$ cat src/rtl/tdm_demux4_pkg.sv
// Shared definitions for the 4-channel TDM receive path.
package tdm_pkg;

  localparam int NUM_CH = 4;
  localparam int SLOT_W = 2;

  typedef enum logic {
    HUNT  = 1'b0,
    TRACK = 1'b1
  } state_t;

  typedef logic [SLOT_W-1:0] slot_t;

endpackage

$ cat src/rtl/tdm_demux4_if.sv
// Serialized sample stream in, one registered frame of four channels out.
interface tdm_demux4_if #(parameter int W = 8) ();

  logic [W-1:0] din;
  logic         din_valid;
  logic         frame_start;
  logic [W-1:0] y0;
  logic [W-1:0] y1;
  logic [W-1:0] y2;
  logic [W-1:0] y3;
  logic         frame_done;
  logic         sync_err;
  logic         locked;

  modport master (
    output din, din_valid, frame_start,
    input  y0, y1, y2, y3, frame_done, sync_err, locked
  );

  modport slave (
    input  din, din_valid, frame_start,
    output y0, y1, y2, y3, frame_done, sync_err, locked
  );

endinterface

$ cat src/rtl/tdm_demux4_demux1x4.sv
// 1-to-4 slot decoder: one write enable per channel, gated by accept.
module demux1x4
  import tdm_pkg::*;
(
  input  slot_t             slot,
  input  logic              accept,
  output logic [NUM_CH-1:0] en
);

  always_comb begin
    en       = '0;
    en[slot] = accept;
  end

endmodule

$ cat src/rtl/tdm_demux4.sv
// Four-channel TDM demultiplexer: frame alignment FSM, shadow registers and
// atomic frame output.
//
// state | meaning
// HUNT  | unaligned, waiting for a frame_start sample
// TRACK | aligned, slot counter follows the incoming stream
module tdm_demux4
  import tdm_pkg::*;
#(
  parameter int W = 8
) (
  input  logic            clk,
  input  logic            rst_n,
  tdm_demux4_if.slave     bus
);

  state_t            state_q;
  state_t            state_d;
  slot_t             slot_q;
  slot_t             eff_slot;
  logic              wr;
  logic              sync_err_d;
  logic [NUM_CH-1:0] wr_en;
  logic [W-1:0]      shadow [NUM_CH-1];
  logic [W-1:0]      y_q    [NUM_CH];
  logic              frame_done_q;
  logic              sync_err_q;

  always_ff @(posedge clk) begin
    if (!rst_n) state_q <= HUNT;
    else        state_q <= state_d;
  end

  always_comb begin
    state_d = state_q;
    if (bus.din_valid) begin
      case (state_q)
        HUNT:    if (bus.frame_start) state_d = TRACK;
        TRACK:   if (!bus.frame_start && slot_q == '0) state_d = HUNT;
        default: state_d = HUNT;
      endcase
    end
  end

  // A start-flagged sample always lands in slot 0, also when it arrives early.
  always_comb begin
    eff_slot   = bus.frame_start ? '0 : slot_q;
    wr         = 1'b0;
    sync_err_d = 1'b0;
    if (bus.din_valid) begin
      case (state_q)
        HUNT: wr = bus.frame_start;
        TRACK: begin
          wr         = bus.frame_start || (slot_q != '0);
          sync_err_d = bus.frame_start ? (slot_q != '0) : (slot_q == '0);
        end
        default: wr = 1'b0;
      endcase
    end
  end

  demux1x4 u_demux (
    .slot   (eff_slot),
    .accept (wr),
    .en     (wr_en)
  );

  always_ff @(posedge clk) begin
    if (!rst_n) begin
      slot_q       <= '0;
      frame_done_q <= 1'b0;
      sync_err_q   <= 1'b0;
      for (int i = 0; i < NUM_CH - 1; i++) shadow[i] <= '0;
      for (int i = 0; i < NUM_CH; i++)     y_q[i]    <= '0;
    end else begin
      frame_done_q <= wr_en[NUM_CH-1];
      sync_err_q   <= sync_err_d;
      if (wr) slot_q <= eff_slot + 1'b1;
      for (int i = 0; i < NUM_CH - 1; i++) begin
        if (wr_en[i]) shadow[i] <= bus.din;
      end
      if (wr_en[NUM_CH-1]) begin
        y_q[0] <= shadow[0];
        y_q[1] <= shadow[1];
        y_q[2] <= shadow[2];
        y_q[3] <= bus.din;
      end
    end
  end

  assign bus.y0         = y_q[0];
  assign bus.y1         = y_q[1];
  assign bus.y2         = y_q[2];
  assign bus.y3         = y_q[3];
  assign bus.frame_done = frame_done_q;
  assign bus.sync_err   = sync_err_q;
  assign bus.locked     = (state_q == TRACK);

endmodule
$ cat src/flat_wrapper.sv
// flat-port wrapper written by rule: the top's interface ports become plain ports
module tdm_demux4_flat import tdm_pkg::*;
#(
  parameter int W = 8
)
  (clk, rst_n, bus_din, bus_din_valid, bus_frame_start, bus_y0, bus_y1, bus_y2, bus_y3, bus_frame_done, bus_sync_err, bus_locked);
  tdm_demux4_if #(.W(W)) bus_i ();
  input  logic clk;
  input  logic rst_n;
  input wire logic [$bits(bus_i.din)-1:0] bus_din;
  input wire logic [$bits(bus_i.din_valid)-1:0] bus_din_valid;
  input wire logic [$bits(bus_i.frame_start)-1:0] bus_frame_start;
  output wire logic [$bits(bus_i.y0)-1:0] bus_y0;
  output wire logic [$bits(bus_i.y1)-1:0] bus_y1;
  output wire logic [$bits(bus_i.y2)-1:0] bus_y2;
  output wire logic [$bits(bus_i.y3)-1:0] bus_y3;
  output wire logic [$bits(bus_i.frame_done)-1:0] bus_frame_done;
  output wire logic [$bits(bus_i.sync_err)-1:0] bus_sync_err;
  output wire logic [$bits(bus_i.locked)-1:0] bus_locked;
  assign bus_i.din = bus_din;
  assign bus_i.din_valid = bus_din_valid;
  assign bus_i.frame_start = bus_frame_start;
  assign bus_y0 = bus_i.y0;
  assign bus_y1 = bus_i.y1;
  assign bus_y2 = bus_i.y2;
  assign bus_y3 = bus_i.y3;
  assign bus_frame_done = bus_i.frame_done;
  assign bus_sync_err = bus_i.sync_err;
  assign bus_locked = bus_i.locked;
  tdm_demux4 #(.W(W)) u_core (.clk(clk), .rst_n(rst_n), .bus(bus_i));
endmodule
$ cat config.mk
export PLATFORM = sky130hd
export DESIGN_NAME = tdm_demux4_flat
export DESIGN_NICKNAME = d
export VERILOG_FILES = /design/src/rtl/tdm_demux4_pkg.sv /design/src/rtl/tdm_demux4_if.sv /design/src/rtl/tdm_demux4_demux1x4.sv /design/src/rtl/tdm_demux4.sv /design/src/flat_wrapper.sv
export SDC_FILE = /design/constraint.sdc
export NUM_CORES = 1
export LEC_CHECK = 0
export BUFFER_PORTS_ARGS = -buffer_cell sky130_fd_sc_hd__clkbuf_2
export CORE_MARGIN = 1
export CORE_UTILIZATION = 30
export CTS_CLUSTER_DIAMETER = 60
export CTS_CLUSTER_SIZE = 30
export DETAILED_ROUTE_END_ITERATION = 12
export SLEW_MARGIN = 20
export SYNTH_ARGS = -nofsm -noshare
export SYNTH_HDL_FRONTEND = slang
export SYNTH_SLANG_ARGS = --single-unit
$ cat constraint.sdc
create_clock -name clk -period 6.2 [get_ports clk]
set_clock_uncertainty 0.2 [all_clocks]
set_input_delay 1.24 -clock clk [delete_from_list [all_inputs] [get_ports clk]]
set_output_delay 1.24 -clock clk [all_outputs]
set_load 0.005 [all_outputs]
==> results of run 1 <==
## final timing paths
check	endpoint	slack, ns	depth (start not counted)
worst max-delay path	u_core.y_q[1][2]	3.05	6
worst min-delay path	u_core.slot_q[1]	0.29	2
worst max register to register	u_core.y_q[1][2]	3.74	5
worst min register to register	u_core.slot_q[1]	0.29	2
## state kept, by name (all words and copies together) (netlist names)
register               count
u_core.y_q                32
u_core.shadow             24
u_core.slot_q              2
u_core.bus.frame_done      1
u_core.bus.locked          1
u_core.bus.sync_err        1
## critical path: stages
cell	delay (ns)
clkbuf_2	0.12
inv_1	0.06
ha_1	0.18
nand2b_2	0.21
a21o_2	0.27
o21ai_4	0.79
## metrics by stage
stage	hold slack [ns]	worst slack, ns	util, %	total power, W
floorplan	0.247	1.34	-	0.000500
global placement	0.288	2.71	36.5	0.000521
detailed placement	0.284	2.67	36.5	0.000521
CTS	0.293	3.03	39.1	0.000865
global route	0.324	2.92	39.1	0.000885
finish	0.292	3.05	39.1	0.000852
## synth_stat cells, drive strengths merged
cell    count
a21boi      1
o31ai       1
buf         3
mux2i       2
a21o        1
nor2        1
nand2       6
ha          5
edfxtp     56
and4b       1
nand3       1
inv         8
and2       40
o21ai       4
clkbuf      1
nand2b      2
a21oi       1
dfxtp       5
a211oi      1
nor2b       1
## metal layers
| metal | GRT usage (%) | wire length [µm] | vias up |
|---|---|---|---|
| li1 | - | - | 601 |
| met5 | 0 | 0 | - |
| met4 | 4.51 | 49 | 0 |
| met2 | 16.7 | 1880 | 38 |
| met1 | 11.2 | 1590 | 541 |
| met3 | 5.41 | 221 | 6 |
## cell type report
type / instances / area, µm²
Clock buffer: 12 / 145
Clock inverter: 4 / 48.8
Fill cell: 688 / 4460
Inverter: 8 / 30.0
Multi-Input combinational cell: 68 / 487
Sequential cell: 61 / 1780
Tap cell: 99 / 124
Timing Repair Buffer: 49 / 253
## power by group
part,total [W],internal (W),switching [W]
combinational,0.0000386,0.0000154,0.0000232
sequential,0.000472,0.000467,0.00000485
clock,0.000341,0.000196,0.000144
## cell families (layout without fill, tap and decap cells)
kind of cell | Yosys count | count (layout)
simple gates | 52 | 52
compound gates | 9 | 9
flops | 61 | 61
fa+ha+maj | 5 | 5
mux | 2 | 2
buf+inv | 12 | 73
==> results.sh, run 1 <==
export IMPL_viasPerCell=3.94
export IMPL_hold_class="reg2reg"
export IMPL_place_congestion=0.660
export IMPL_status="complete, no violations"
export IMPL_hold_start="u_core.slot_q[1]"
export IMPL_arrival_ns=2.90
export IMPL_synth_seq_area_share_pct=77.2
export IMPL_hpwl_mm=2.42
export IMPL_grt_start_max_net_pins=34
export IMPL_antenna_found_initial=0
export IMPL_grt_pass1_vias=1160
export IMPL_yosysWarnings=0
export IMPL_die_h_um=89.7
export IMPL_powerDensity_nw_per_um2=297
export IMPL_avgSynthCellArea_um2=16.4
export IMPL_fin_crit_sh_pct=50.8
export IMPL_crit_required_ns=5.95
export IMPL_worst_pin_slew_ns=1.01
export IMPL_crit_path_end_kind="flop"
export IMPL_yosysTopAreaCell="edfxtp_1"
export IMPL_synthCells=141
export IMPL_rows=31
export IMPL_overflow=0
export IMPL_post_dp_cell_area_um2=2680
export IMPL_crit_type="in2reg"
export IMPL_cts_root_buf="clkbuf_8"
export IMPL_cts_sinks=61
export IMPL_synth_seq_cells=61
export IMPL_slew_headroom_pct=32.4
export IMPL_startpoint="bus_frame_start"
export IMPL_port_buffers=46
export IMPL_cts_repair_resized=0
export IMPL_wl_per_cell_um=12.4
export IMPL_drive_above_1_share_pct=34.2
export IMPL_clock_latency_ns=0.33
export IMPL_synthMuxAreaShare_pct=0.867
export IMPL_cts_inserted_buffers=9
export IMPL_hold_buffers=0
export IMPL_track_usage_pct=10.3
export IMPL_placed_cells=285
export IMPL_setup_viol=0
export IMPL_max_cap_violations=0
export IMPL_fin_nets=214
export IMPL_wl_mm=3.74
export IMPL_first_pass_iters=4
export IMPL_grt_pass1_wl_mm=5.98
export IMPL_layout_commonest_cell="edfxtp_1"
export IMPL_netlist_cell_type_count=22
export IMPL_p_leak_nw=1.18
export IMPL_core_region_area_um2=7330
export IMPL_final_cell_area_um2=2870
export IMPL_vdd_ir_drop_max_mv=0.134
export IMPL_path_clk_slew_ns=0.06
export IMPL_yosys_top_cells_area="edfxtp_1 (73%), and2_1 (11%), dfxtp_1 (4.3%), ha_1 (2.7%), inv_1 (1.3%)"
export IMPL_final_min_clock_period_ns=3.15
export IMPL_antenna_left=0
export IMPL_timing_rr_start="u_core.slot_q[0]"
export IMPL_synth_top_area_share_pct=72.8
export IMPL_die_area_um2=8050
export IMPL_vias=1186
export IMPL_first_iter_violations=45
export IMPL_synthXorXnorAreaFrac_pct=0
export IMPL_initial_core_util_pct=31.5
export IMPL_syn_nets=158
export IMPL_antenna_cells=0
export IMPL_synthSimpleGateAreaFrac_pct=13.9
export IMPL_cp_start_kind="primary input"
export IMPL_h_tree_depth=3
export IMPL_die_x_um=89.7
export IMPL_synth_fa_ha_area_share_pct=2.71
export IMPL_rsz0062_at_grt="false"
export IMPL_tritoncts="yes"
export IMPL_drc_errors=0
export IMPL_fmax_ghz=0.318
export IMPL_path_max_fanout=32
export IMPL_final_cell_mix="edfxtp_1 (56), clkbuf_2 (46), and2_1 (40)"
export IMPL_hold_violations=0
export IMPL_cts_path_max_buffers=2
export IMPL_final_max_slew_viol_count=0
export IMPL_netlist_area_um2=2310
export IMPL_synth_top_family_by_area="simple AND/OR/NAND/NOR gates"
export IMPL_synth_compound_area_share_pct=3.14
export IMPL_postCtsSetupBuffers=0
export IMPL_ioPinCount=47
export IMPL_area_growth_pct=24.3
export IMPL_tns_ns=0
export IMPL_final_cells=301
Power figures use the tool's default switching activity.
==> inputs of run 2 (changes only) <==
- clock period: 6.2 -> 2.77 ns (I/O delays scaled with it)
==> run 2 against run 1 <==
Core utilization increased by 1.1 points. Cell count up 1.0%. Die area did not move. Total power increased by 140%. Highest routed layer unchanged.
==> results.sh, run 2 (synthesized netlist as in run 1, its figures left out) <==
export IMPL_rows=31
export IMPL_tritoncts="yes"
export IMPL_fin_nets=217
export IMPL_cts_root_buf="clkbuf_8"
export IMPL_hpwl_mm=2.48
export IMPL_clock_latency_ns=0.33
export IMPL_largest_reg_flops=32
export IMPL_rr_worst_depth=6
export IMPL_status="complete, no violations"
export IMPL_grt_pass1_vias=1230
export IMPL_crit_type="reg2reg"
export IMPL_final_cell_area_um2=2950
export IMPL_final_cells=304
export IMPL_cts_path_max_buffers=2
export IMPL_ioPinCount=47
export IMPL_worst_pin_slew_ns=0.521
export IMPL_drive_above_1_share_pct=35.6
export IMPL_rrSetupSlack_ns=0.74
export IMPL_max_cap_violations=0
export IMPL_area_growth_pct=27.8
export IMPL_setup_viol=0
export IMPL_cts_inserted_buffers=9
export IMPL_crit_required_ns=2.65
export IMPL_first_pass_iters=3
export IMPL_die_area_um2=8050
export IMPL_startpoint="u_core.slot_q[0]"
export IMPL_core_region_area_um2=7330
export IMPL_grt_start_max_net_pins=34
export IMPL_cp_start_kind="flop"
export IMPL_hold_violations=0
export IMPL_powerDensity_nw_per_um2=707
export IMPL_initial_core_util_pct=31.5
export IMPL_path_clk_slew_ns=0.07
export IMPL_drc_errors=0
export IMPL_die_h_um=89.7
export IMPL_post_dp_cell_area_um2=2710
export IMPL_vdd_ir_drop_max_mv=0.330
export IMPL_total_power_w=0.00209
export IMPL_hold_buffers=0
export IMPL_viasPerCell=4.04
export IMPL_placed_cells=288
export IMPL_hold_ws_ns=0.292
export IMPL_overflow=0
export IMPL_slew_headroom_pct=65.2
export IMPL_fmax_ghz=0.493
export IMPL_place_congestion=0.738
export IMPL_antenna_left=0
export IMPL_regMostFlops="u_core.y_q"
export IMPL_endpoint="u_core.shadow[0][16]"
export IMPL_h_tree_depth=3
export IMPL_first_iter_violations=44
export IMPL_fin_crit_sh_pct=73.2
export IMPL_top_regs="u_core.y_q: 32 flops, u_core.shadow: 24 flops, u_core.slot_q: 2 flops"
export IMPL_r2r_end="u_core.shadow[0][16]"
export IMPL_antenna_cells=0
export IMPL_arrival_ns=1.91
export IMPL_wl_per_cell_um=12.3
export IMPL_hold_class="reg2reg"
export IMPL_final_cell_mix="edfxtp_1 (56), clkbuf_2 (46), and2_1 (40)"
export IMPL_port_buffers=46
export IMPL_layout_commonest_cell="edfxtp_1"
export IMPL_tns_ns=0
export IMPL_grt_pass1_wl_mm=6.04
export IMPL_antenna_found_initial=0
export IMPL_vias=1229
export IMPL_wl_mm=3.73
export IMPL_die_x_um=89.7
export IMPL_timing_rr_start="u_core.slot_q[0]"
export IMPL_final_max_slew_viol_count=0
export IMPL_cts_repair_resized=0
export IMPL_track_usage_pct=10.2
export IMPL_cts_sinks=61
export IMPL_path_max_fanout=8
export IMPL_rsz0062_at_grt="false"
export IMPL_postCtsSetupBuffers=0
export IMPL_final_min_clock_period_ns=2.03
export IMPL_p_leak_nw=1.22
export IMPL_crit_path_end_kind="flop"
[run 2: cell count changes in the layout (fill, tap and decap cells not counted), sizes merged]
cell	change
buf	+3
bufinv	+2
clkbuf	-2
clkinv	-1
clkinvlp	+1
[run 2: metrics by stage]
step           util (%)  setup slack (ns)
2_1_floorplan         -            0.0742
3_3_place_gp       37.0             0.413
3_5_place_dp       37.0             0.402
4_1_cts            40.2             0.700
5_1_grt            40.2             0.542
6_report           40.2             0.742
[run 2: worst min-delay path by stage]
| stage | from | to | slack (ns) | depth (start not counted) |
|---|---|---|---|---|
| 6_report | u_core.slot_q[1] | u_core.slot_q[1] | 0.29 | 2 |
| 5_1_grt | u_core.slot_q[1] | u_core.slot_q[1] | 0.30 | 2 |
| 4_1_cts | u_core.slot_q[1] | u_core.slot_q[1] | 0.30 | 2 |
| 3_5_place_dp | u_core.slot_q[1] | u_core.slot_q[1] | 0.29 | 2 |
| 3_3_place_gp | u_core.slot_q[0] | u_core.slot_q[0] | 0.27 | 2 |
| 2_1_floorplan | u_core.slot_q[0] | u_core.slot_q[0] | 0.25 | 2 |
[run 2: final cells by class]
type	instances	area [µm²]
fill	696	4380
multi-input combinational	68	487
inverter	8	30.0
clock buffer	10	128
timing repair buffer	52	288
sequential	61	1780
clock inverter	6	111
tap	99	124
[run 2: layer usage]
layer / GRT usage [%] / part of all wire [%] / vias up
met3: 3.89 / 6.1 / 7
met2: 16.0 / 48 / 34
met1: 11.9 / 45 / 575
met4: 6.15 / 1.7 / 0
li1: - / - / 613
met5: 0 / 0 / -
[run 2: report_power, final]
part / switching, W / total (W) / internal [W]
Clock: 0.000340 / 0.000938 / 0.000597
Combinational: 0.0000520 / 0.0000901 / 0.0000381
Sequential: 0.0000116 / 0.00106 / 0.00105
[run 2: worst max-delay path, cell delays in order, from the launching register on]
cell	delay (ns)
dfxtp_1	0.35
nor2b_1	0.24
inv_1	0.12
ha_1	0.22
o31ai_1	0.28
a211oi_2	0.15
and2_1	0.22
